===== config.mk =====
export PLATFORM = sky130hd
export DESIGN_NAME = br_resolve_ctrl
export DESIGN_NICKNAME = d
export VERILOG_FILES = /design/src/rtl/cpu_types_pkg.sv /design/src/rtl/br_perf_cnt.sv /design/src/rtl/br_resolve_ctrl.sv
export SDC_FILE = /design/constraint.sdc
export NUM_CORES = 1
export LEC_CHECK = 0
export ABC_CLOCK_PERIOD_IN_PS = 2000
export CELL_PAD_IN_SITES_DETAIL_PLACEMENT = 0
export CELL_PAD_IN_SITES_GLOBAL_PLACEMENT = 2
export CORE_MARGIN = 5
export CORE_UTILIZATION = 24
export CTS_BUF_LIST = sky130_fd_sc_hd__clkbuf_8
export CTS_CLUSTER_DIAMETER = 120
export DETAILED_ROUTE_END_ITERATION = 6
export PLACE_DENSITY_LB_ADDON = 0.1
export SETUP_SLACK_MARGIN = 0.1
export SLEW_MARGIN = 25
export SYNTH_ARGS = -nofsm -noshare
export SYNTH_HDL_FRONTEND = slang
export SYNTH_HIERARCHICAL = 1
export SYNTH_SLANG_ARGS = --single-unit
export TNS_END_PERCENT = 10

===== constraint.sdc =====
create_clock -name CLK -period 2 [get_ports CLK]
set_clock_uncertainty 0.05 [all_clocks]
set_input_delay 0.3 -clock CLK [delete_from_list [all_inputs] [get_ports CLK]]
set_output_delay 0.3 -clock CLK [all_outputs]
set_load 0.1 [all_outputs]

===== src/rtl/cpu_types_pkg.sv =====
// Shared CPU types: the 32-bit machine word, branch-resolve FSM states and the sequential PC increment.
package cpu_types_pkg;

    typedef logic [31:0] word_t;

    typedef enum logic [1:0] {
        IDLE,
        UPD,
        FLUSH
    } brc_state_t;

    localparam word_t BR_PC_INC = 32'd4;

endpackage


===== src/rtl/br_perf_cnt.sv =====
// Purpose: saturating pair of event counters (resolved branches, mispredicts).
// Latency: count visible the cycle after the increment strobe.
// Backpressure: none; strobes are single-cycle events, counters stick at all-ones.
module br_perf_cnt (
    input  logic        CLK,
    input  logic        nRST,
    input  logic        inc_br,
    input  logic        inc_mis,
    output logic [31:0] br_count,
    output logic [31:0] mispred_count
);

    always_ff @(posedge CLK or negedge nRST) begin
        if (!nRST) begin
            br_count      <= '0;
            mispred_count <= '0;
        end else begin
            if (inc_br && (br_count != 32'hFFFF_FFFF))
                br_count <= br_count + 32'd1;
            if (inc_mis && (mispred_count != 32'hFFFF_FFFF))
                mispred_count <= mispred_count + 32'd1;
        end
    end

endmodule


===== src/rtl/br_resolve_ctrl.sv =====
// Purpose: resolves EX branches into predictor updates, fetch redirects and IF/ID flushes (BR_CTRL_PERF_EN adds counters).
// Latency: all outputs registered, valid the cycle after a branch is accepted.
// Backpressure: pc_en low holds the pending update; flush runs its fixed length regardless.
module br_resolve_ctrl
    import cpu_types_pkg::*;
#(
    parameter int IDX_W        = 3,
    parameter int FLUSH_CYCLES = 2
) (
    input  logic             CLK,
    input  logic             nRST,
    input  logic             ex_valid,
    input  logic             ex_is_br,
    input  logic             ex_taken,
    input  logic [31:0]      ex_pc,
    input  logic [31:0]      ex_target,
    input  logic             ex_pred,
    input  logic [31:0]      ex_pred_target,
    input  logic             pc_en,
    output logic             upd_valid,
    output logic             upd_taken,
    output logic [IDX_W-1:0] upd_index,
    output logic [31:0]      upd_target,
    output logic             redirect_valid,
    output logic [31:0]      redirect_pc,
    output logic             flush
`ifdef BR_CTRL_PERF_EN
    ,
    output logic [31:0]      br_count,
    output logic [31:0]      mispred_count
`endif
);

    localparam logic [2:0] FLUSH_INIT = 3'(FLUSH_CYCLES - 1);

    brc_state_t state;
    logic [2:0] cnt;
    logic       accept;
    logic       mispred;
    word_t      fix_pc;

    // Branches arriving while flushing are wrong-path and never accepted.
    assign accept  = ex_valid & ex_is_br & pc_en & (state != FLUSH);
    assign mispred = (ex_pred != ex_taken) |
                     (ex_pred & ex_taken & (ex_pred_target != ex_target));
    assign fix_pc  = ex_taken ? ex_target : ex_pc + BR_PC_INC;

    always_ff @(posedge CLK or negedge nRST) begin
        if (!nRST) begin
            state          <= IDLE;
            cnt            <= '0;
            upd_valid      <= 1'b0;
            upd_taken      <= 1'b0;
            upd_index      <= '0;
            upd_target     <= '0;
            redirect_valid <= 1'b0;
            redirect_pc    <= '0;
            flush          <= 1'b0;
        end else begin
            redirect_valid <= 1'b0;
            if (accept) begin
                // Any older pending update is written this cycle (pc_en is high).
                upd_valid  <= 1'b1;
                upd_taken  <= ex_taken;
                upd_index  <= ex_pc[IDX_W+1:2];
                upd_target <= ex_target;
                if (mispred) begin
                    redirect_valid <= 1'b1;
                    redirect_pc    <= fix_pc;
                    flush          <= 1'b1;
                    cnt            <= FLUSH_INIT;
                    state          <= FLUSH;
                end else begin
                    state <= UPD;
                end
            end else begin
                if (upd_valid && pc_en)
                    upd_valid <= 1'b0;
                case (state)
                    UPD: begin
                        if (pc_en)
                            state <= IDLE;
                    end
                    FLUSH: begin
                        if (cnt == '0) begin
                            flush <= 1'b0;
                            state <= (pc_en || !upd_valid) ? IDLE : UPD;
                        end else begin
                            cnt <= cnt - 3'd1;
                        end
                    end
                    default: ;
                endcase
            end
        end
    end

`ifdef BR_CTRL_PERF_EN
    br_perf_cnt u_perf (
        .CLK           (CLK),
        .nRST          (nRST),
        .inc_br        (accept),
        .inc_mis       (accept & mispred),
        .br_count      (br_count),
        .mispred_count (mispred_count)
    );
`endif

endmodule


==> insert_results.sql, run 1 <==
INSERT INTO impl_metrics (metric_group, metric, value, unit) VALUES
('power', 'worst_ir_drop_vdd', '0.9547', 'mV'),
('synth', 'register_bit_count_reported_by_yosys', '76', ''),
('detailed_routing', 'remaining_drc_errors', '0', ''),
('cells_and_area', 'layout-drive-gt1-share', '51.38', '%'),
('cells_and_area', 'insertedDiodeCount', '0', ''),
('timing', 'worst_slew_pin_slew', '465.9', 'ps'),
('place', 'place_hpwl', '12.07', 'mm'),
('synth', 'synth_seq_area_share', '45.24', '%'),
('synth', 'postSynthCellCount', '383', ''),
('grt', 'gr-usage-met2', '24.40', '%'),
('timing', 'final_period_minus_worst_setup_slack', '1894', 'ps'),
('place', 'place.gp.congestion', '0.7842', ''),
('worst_setup_path', 'regToRegStartpoint', 'state[1]$_DFFE_PN0P_', ''),
('synth', 'synth_ff_type', 'sky130_fd_sc_hd__dfrtp_1', ''),
('detailed_routing', 'route.final.wire_length', '15.76', 'mm'),
('cells_and_area', 'final_cell_mix', 'sky130_fd_sc_hd__buf_4 (157), sky130_fd_sc_hd__dfrtp_1 (76), sky130_fd_sc_hd__mux2_2 (52)', ''),
('synth', 'ys_warn_count', '6', ''),
('place', 'dpl-instance-area', '0.006633', 'sq mm'),
('floorplanning', 'initial_util', '24.39', '%'),
('clock_network', 'path_clk_slew', '80', 'ps'),
('synth', 'synth_cell_types', '37', ''),
('grt', 'pin_count_of_the_biggest_net_entering_global_routing', '62', ''),
('detailed_routing', 'routed_via_density', '4.360', ''),
('worst_setup_path', 'regToRegSetupSlack', '120', 'ps'),
('floorplanning', 'die_y', '142.4', 'um'),
('synth', 'synth_fp_nets', '490', ''),
('place', 'port-buffer-count', '173', ''),
('run', 'drv_cap', '0', ''),
('timing', 'finalHoldViolCount', '0', ''),
('worst_setup_path', 'critical_path.max_fanout', '6', ''),
('worst_setup_path', 'critPathRequiredTime', '2200', 'ps'),
('floorplanning', 'pin_count', '174', ''),
('synth', 'post_synth_instance_area', '0.004204', 'sq mm'),
('grt', 'grt_overflow_total', '0', ''),
('detailed_routing', 'detailedRoute.firstIterationViolations', '92', ''),
('grt', 'overall_routing_resource_usage', '15.70', '%'),
('cells_and_area', 'area_delta_synth_final', '71.46', '%'),
('min_path', 'min_delay_path_depth', '3', ''),
('clock_network', 'cts_tree', 'built', ''),
('floorplanning', 'num_rows', '48', ''),
('worst_setup_path', 'critical_path_arrival', '2090', 'ps'),
('floorplanning', 'fp.dieArea', '0.02026', 'sq mm'),
('timing', 'final.period_utilization', '94.69', '%'),
('detailed_routing', 'wire_length_per_cell_after_detailed_routing', '17.97', 'um'),
('grt', 'grt_antenna_before_repair', '1', ''),
('outcome', 'status', 'complete, no violations', ''),
('worst_setup_path', 'critPathLaunch', 'ex_pred_target[17]', ''),
('floorplanning', 'core-area', '0.01724', 'sq mm'),
('power', 'static-leakage-power', '3.256', 'nW'),
('worst_setup_path', 'cp-end-kind', 'flop', ''),
('grt', 'grt_util_met1', '21.03', '%'),
('timing', 'setup_viol', '0', ''),
('min_path', 'worst_min_path_class', 'input pin to flop', ''),
('grt', 'use_met3', '4.570', '%'),
('worst_setup_path', 'critical_path.startpoint_type', 'input pin', ''),
('clock_network', 'ctsHtreeMaxLevel', '3', ''),
('worst_setup_path', 'worst_r2r_endpoint', 'redirect_pc[20]$_DFFE_PN0P_', ''),
('cells_and_area', 'multiInputGateArea', '0.002491', 'sq mm'),
('clock_network', 'tritoncts.num_buffers', '9', ''),
('grt', 'global_route.peak_usage_layer', 'met2', ''),
('clock_network', 'number_of_clock_sinks_seen_by_cts', '76', ''),
('grt', 'grt_pass1_wl', '24.08', 'mm'),
('clock_network', 'clk_lat_worst_skew', '370', 'ps'),
('cells_and_area', 'num-nets-final', '754', ''),
('cells_and_area', 'sequential_cell_area', '0.001902', 'sq mm'),
('timing', 'clock.fmax', '528.0', 'MHz'),
('detailed_routing', 'dr.pass1.iters', '4', ''),
('grt', 'first_global_vias', '4299', ''),
('synth', 'synth_edf_count', '0', ''),
('timing', 'max-slew-margin-rel', '68.94', '%'),
('worst_setup_path', 'rr_worst_depth', '8', '');
-- registers in the layout, summed over array words and instances, names as in the netlist --
| name | flops |
|---|---|
| upd_taken | 1 |
| redirect_pc | 32 |
| upd_target | 32 |
| upd_index | 3 |
| redirect_valid | 1 |
| upd_valid | 1 |
| cnt | 3 |
| flush | 1 |
| state | 2 |
-- worst min path at each step --
stage,start,to,slack [ps]
after floorplan,nRST,cnt[0]$_DFFE_PN0P_,-50
after CTS,ex_target[2],upd_target[2]$_DFFE_PN0P_,190
after global routing,ex_target[19],upd_target[19]$_DFFE_PN0P_,210
after detailed placement,nRST,redirect_pc[21]$_DFFE_PN0P_,240
final,ex_target[2],upd_target[2]$_DFFE_PN0P_,210
after global placement,nRST,redirect_pc[21]$_DFFE_PN0P_,240
-- repair_timing --
| item | CTS | global route |
|---|---|---|
| endpoints found under the hold margin | 31 | 0 |
| pin swaps | 47 | 40 |
| buffers inserted | 10 | 1 |
| hold buffers | 1 | 0 |
| gates resized for setup | 179 | 83 |
| setup endpoints to repair | 39 | 29 |
| gates cloned | 2 | 0 |
-- synth_stat cells (2+ instances only) --
cell type	n	share of area, %
sky130_fd_sc_hd__dfrtp_1	76	45
sky130_fd_sc_hd__o21ai_0	26	3.1
sky130_fd_sc_hd__o21ai_1	6	0.71
sky130_fd_sc_hd__nor3_2	6	1.4
sky130_fd_sc_hd__xnor2_1	52	11
sky130_fd_sc_hd__nand2b_1	5	0.74
sky130_fd_sc_hd__buf_4	3	0.54
sky130_fd_sc_hd__nor2b_1	3	0.45
sky130_fd_sc_hd__xor2_1	8	1.7
sky130_fd_sc_hd__clkbuf_1	10	0.89
sky130_fd_sc_hd__nand2_1	40	3.6
sky130_fd_sc_hd__nand4_1	15	2.2
sky130_fd_sc_hd__mux2_1	8	2.1
sky130_fd_sc_hd__and2_1	2	0.30
sky130_fd_sc_hd__nor3_1	2	0.24
sky130_fd_sc_hd__mux2_2	63	17
sky130_fd_sc_hd__inv_1	7	0.63
sky130_fd_sc_hd__nor2_1	9	0.80
sky130_fd_sc_hd__and4_1	7	1.5
sky130_fd_sc_hd__and3_1	2	0.30
sky130_fd_sc_hd__buf_2	4	0.48
sky130_fd_sc_hd__nand3_1	10	1.2
sky130_fd_sc_hd__ha_1	4	1.2
sky130_fd_sc_hd__nor4_1	2	0.30
-- per-layer routing --
metal  vias up  part of all wire (%)
li1       1872                     -
met1      1823                    46
met2       112                    46
met3        15                   7.1
met4         2                   1.4
met5         -                 0.070
-- per-stage QoR --
stage               util [%]  setup TNS (ps)  hold slack (ps)  setup slack, ps  instances
global placement       38.48          -33540            238.4           -922.2        847
detailed placement     38.48          -33080            238.9           -918.7        847
global route           41.82               0            206.4            64.30        877
finish                 41.82               0            212.5            106.2        877
CTS                    41.59               0            188.8            100.3        876
floorplan                  -               0           -45.59            105.0        383
-- power breakdown --
part | total (W) | internal (W) | switching, W
Clock | 0.00142 | 0.000774 | 0.000650
Combinational | 0.00769 | 0.00190 | 0.00579
Sequential | 0.00262 | 0.00222 | 0.000399
-- cell families after synthesis --
kind of cell	Yosys count	synth area share (%)
and+or+nand+nor	107	13.96
DFF	76	45.24
muxes	72	19.26
buffers and inverters	25	2.798
adders and majority gates	4	1.191
xor gates and xnor gates	60	12.50
AOI/OAI and AO/OA	39	5.060
-- worst max-delay path: stages --
cell                       delay [ps]
sky130_fd_sc_hd__buf_6            100
sky130_fd_sc_hd__xnor2_2          140
sky130_fd_sc_hd__buf_4            130
sky130_fd_sc_hd__nand4_1          200
sky130_fd_sc_hd__nor4_4           340
sky130_fd_sc_hd__a21oi_2          100
sky130_fd_sc_hd__nand2b_4         190
sky130_fd_sc_hd__buf_8            150
sky130_fd_sc_hd__buf_12           140
sky130_fd_sc_hd__mux2_4           300
-- area by class of cell --
| class | instances | share of cell area [%] |
|---|---|---|
| multi-input cells | 282 | 34.56 |
| repair buffers | 271 | 31.56 |
| well taps | 225 | 3.906 |
| flip-flops and latches | 76 | 26.38 |
| clock inverters | 5 | 1.128 |
| clock buffers | 11 | 2.100 |
| inverters | 7 | 0.3645 |
Power figures use the tool's default switching activity.
==> run 2, diff against run 1 <==
--- a/config.mk
+++ b/config.mk
@@ -8,7 +8,6 @@
 export ABC_CLOCK_PERIOD_IN_PS = 2000
 export CELL_PAD_IN_SITES_DETAIL_PLACEMENT = 0
 export CELL_PAD_IN_SITES_GLOBAL_PLACEMENT = 2
-export CORE_MARGIN = 5
 export CORE_UTILIZATION = 24
 export CTS_BUF_LIST = sky130_fd_sc_hd__clkbuf_8
 export CTS_CLUSTER_DIAMETER = 120
==> run 2 against run 1 <==
Net effect: global-route usage up 1.8 points; register-to-register slack better by 50 ps; count of clock-buffer cells in the layout down 2; die area down 11%; combinational power down 2%; critical path depth down 2; hold slack worse by 12 ps; sequential power about the same; utilization down 0.90 points.
==> insert_results.sql, run 2 (same netlist as run 1, synthesis figures left out) <==
INSERT INTO impl_metrics (metric_group, metric, value, unit) VALUES
('outcome', 'status', 'complete, no violations', ''),
('grt', 'first_global_vias', '4070', ''),
('timing', 'setup_viol', '0', ''),
('clock_network', 'tritoncts.num_buffers', '9', ''),
('floorplanning', 'die_y', '134.4', 'um'),
('power', 'static-leakage-power', '3.150', 'nW'),
('cells_and_area', 'area_delta_synth_final', '67.20', '%'),
('cells_and_area', 'most_frequent_standard_cell_in_the_layout_excluding_fill_and_tap_cells', 'sky130_fd_sc_hd__buf_4', ''),
('floorplanning', 'num_rows', '48', ''),
('timing', 'timing.setup.tns', '0', 'ps'),
('place', 'port-buffer-count', '173', ''),
('worst_setup_path', 'cp.buffers_inverters', '2', ''),
('cells_and_area', 'layout.filler_cells', '1767', ''),
('worst_setup_path', 'crit_type', 'input pin to flop', ''),
('power', 'power.net_switching', '0.006799', 'W'),
('power', 'power_switching_share', '60.40', '%'),
('power', 'worst_ir_drop_vdd', '0.9745', 'mV'),
('detailed_routing', 'detailedRoute.firstIterationViolations', '164', ''),
('grt', 'overall_routing_resource_usage', '17.51', '%'),
('cells_and_area', 'finalNonFillerCells', '872', ''),
('cells_and_area', 'final_cell_mix', 'sky130_fd_sc_hd__buf_4 (153), sky130_fd_sc_hd__dfrtp_1 (76), sky130_fd_sc_hd__mux2_2 (63)', ''),
('grt', 'pin_count_of_the_biggest_net_entering_global_routing', '62', ''),
('timing', 'final_period_minus_worst_setup_slack', '1909', 'ps'),
('power', 'sequentialPowerShare', '23.2', '%'),
('detailed_routing', 'route.vias.total', '3798', ''),
('clock_network', 'ctsLongestPathBuffers', '2', ''),
('detailed_routing', 'antenna_left', '0', ''),
('clock_network', 'path_clk_slew', '90', 'ps'),
('cells_and_area', 'insertedDiodeCount', '0', ''),
('clock_network', 'cts_root_buffer', 'sky130_fd_sc_hd__clkbuf_8', ''),
('detailed_routing', 'remaining_drc_errors', '0', ''),
('worst_setup_path', 'critical_path.startpoint_type', 'input pin', ''),
('place', 'numPlacedInstances', '842', ''),
('clock_network', 'number_of_clock_sinks_seen_by_cts', '76', ''),
('worst_setup_path', 'crit_family', 'simple AND/OR/NAND/NOR gates', ''),
('worst_setup_path', 'critPathRequiredTime', '2190', 'ps'),
('worst_setup_path', 'critPathSlowestCell', 'sky130_fd_sc_hd__or4_4', ''),
('grt', 'grt_antenna_before_repair', '0', ''),
('min_path', 'worst_min_path_class', 'input pin to flop', ''),
('clock_network', 'ctsHtreeMaxLevel', '3', ''),
('detailed_routing', 'route.final.wire_length', '15.31', 'mm'),
('run', 'drv_cap', '0', ''),
('power', 'p_clk_share', '9.7', '%'),
('timing', 'grt_setup_unrepaired', 'yes', ''),
('worst_setup_path', 'cp-end-kind', 'flop', ''),
('detailed_routing', 'routed_via_density', '4.356', ''),
('worst_setup_path', 'critical_path_arrival', '2100', 'ps'),
('detailed_routing', 'wire_length_per_cell_after_detailed_routing', '17.56', 'um'),
('timing', 'final.period_utilization', '95.46', '%'),
('worst_setup_path', 'cp_slowest_stage_delay', '610', 'ps'),
('place', 'place.gp.congestion', '0.7476', ''),
('power', 'comb_power_share', '67.1', '%'),
('cells_and_area', 'num-nets-final', '749', ''),
('power', 'fin_total_pwr', '0.01126', 'W'),
('timing', 'clock.fmax', '523.8', 'MHz'),
('detailed_routing', 'dr.pass1.iters', '4', ''),
('cells_and_area', 'layout-drive-gt1-share', '47.45', '%'),
('worst_setup_path', 'path_cells', 'dlygate4sd2_1, nand2_2, or4_4, buf_4, nor3_2, xnor2_1, o21ai_1, mux2_1', ''),
('timing', 'timing.final.max_slew_violations', '0', ''),
('floorplanning', 'floorplan.die.width', '134.4', 'um'),
('cells_and_area', 'utilization', '40.92', '%'),
('clock_network', 'clk_lat_worst_skew', '370', 'ps'),
('floorplanning', 'initial_util', '24.48', '%'),
('timing', 'max-slew-margin-rel', '68.67', '%'),
('timing', 'finalHoldViolCount', '0', ''),
('worst_setup_path', 'critical_path.max_fanout', '5', ''),
('power', 'cellPowerDensity', '1601', 'mW/mm^2'),
('grt', 'grt_pass1_wl', '23.27', 'mm'),
('power', 'p_int', '0.004458', 'W'),
('cells_and_area', 'largest_registers', 'redirect_pc (32), upd_target (32)', ''),
('clock_network', 'cts_tree', 'built', ''),
('floorplanning', 'pin_count', '174', ''),
('place', 'detailedPlace.worstSlack', '-960.1', 'ps'),
('grt', 'grt_overflow_total', '0', ''),
('timing', 'postLayoutSetupSlackWorst', '90.90', 'ps'),
('floorplanning', 'fp.dieArea', '0.01805', 'sq mm'),
('floorplanning', 'core-area', '0.01718', 'sq mm'),
('place', 'place_hpwl', '11.28', 'mm'),
('timing', 'worst_slew_pin_slew', '470.0', 'ps');
==> run 2: area by class of cell <==
type | count | area (sq um) | area share (%)
Clock buffer | 9 | 123.9 | 1.762
Clock inverter | 7 | 41.29 | 0.5874
Inverter | 7 | 26.28 | 0.3738
Multi-Input combinational cell | 283 | 2431 | 34.59
Sequential cell | 76 | 1902 | 27.06
Tap cell | 225 | 281.5 | 4.005
Timing Repair Buffer | 265 | 2223 | 31.63
==> run 2: final timing paths <==
check                                     start                           to  slack, ps  depth (start not counted)
max reg2reg                state[1]$_DFFE_PN0P_  redirect_pc[26]$_DFFE_PN0P_        170                          7
min reg2reg                  cnt[0]$_DFFE_PN0P_           cnt[0]$_DFFE_PN0P_        410                          1
max in group asynchronous                  nRST  redirect_pc[23]$_DFFE_PN0P_        920                          3
min                               ex_target[17]   upd_target[17]$_DFFE_PN0P_        200                          2
max                                    ex_pc[3]  redirect_pc[27]$_DFFE_PN0P_         90                          8
min in group asynchronous                  nRST  redirect_pc[22]$_DFFE_PN0P_        360                          2
==> run 2: metal layers <==
layer / share of wire [%] / vias up / GRT usage (%)
met4: 1.2 / 0 / 5.868
met2: 45 / 117 / 27.72
met1: 47 / 1812 / 23.11
met3: 6.5 / 12 / 4.535
met5: 0 / - / 0
li1: - / 1857 / -
==> run 2: per-stage QoR <==
step	area (sq um)	hold slack, ps
finish	7029	200.6
global route	7029	210.3
CTS	6924	200.3
detailed placement	6608	236.0
global placement	6608	230.5
floorplan	4215	-45.59
==> run 2: timing repair <==
action / CTS / global route
buffers inserted: 6 / 5
hold endpoints to repair: 29 / 0
gates cloned: 2 / 1
endpoints found under the setup margin: 39 / 37
hold buffers: 1 / 0
pin swaps: 40 / 23
resized for setup: 119 / 62
==> run 2: power groups by stage <==
stage / clock (W) / sequential, W / combinational, W
after floorplan: 0 / 0.00730 / 0.000949
after global placement: 0 / 0.00263 / 0.00750
after detailed placement: 0 / 0.00264 / 0.00753
after CTS: 0.00114 / 0.00261 / 0.00756
after global routing: 0.00120 / 0.00270 / 0.00782
final: 0.00109 / 0.00261 / 0.00756
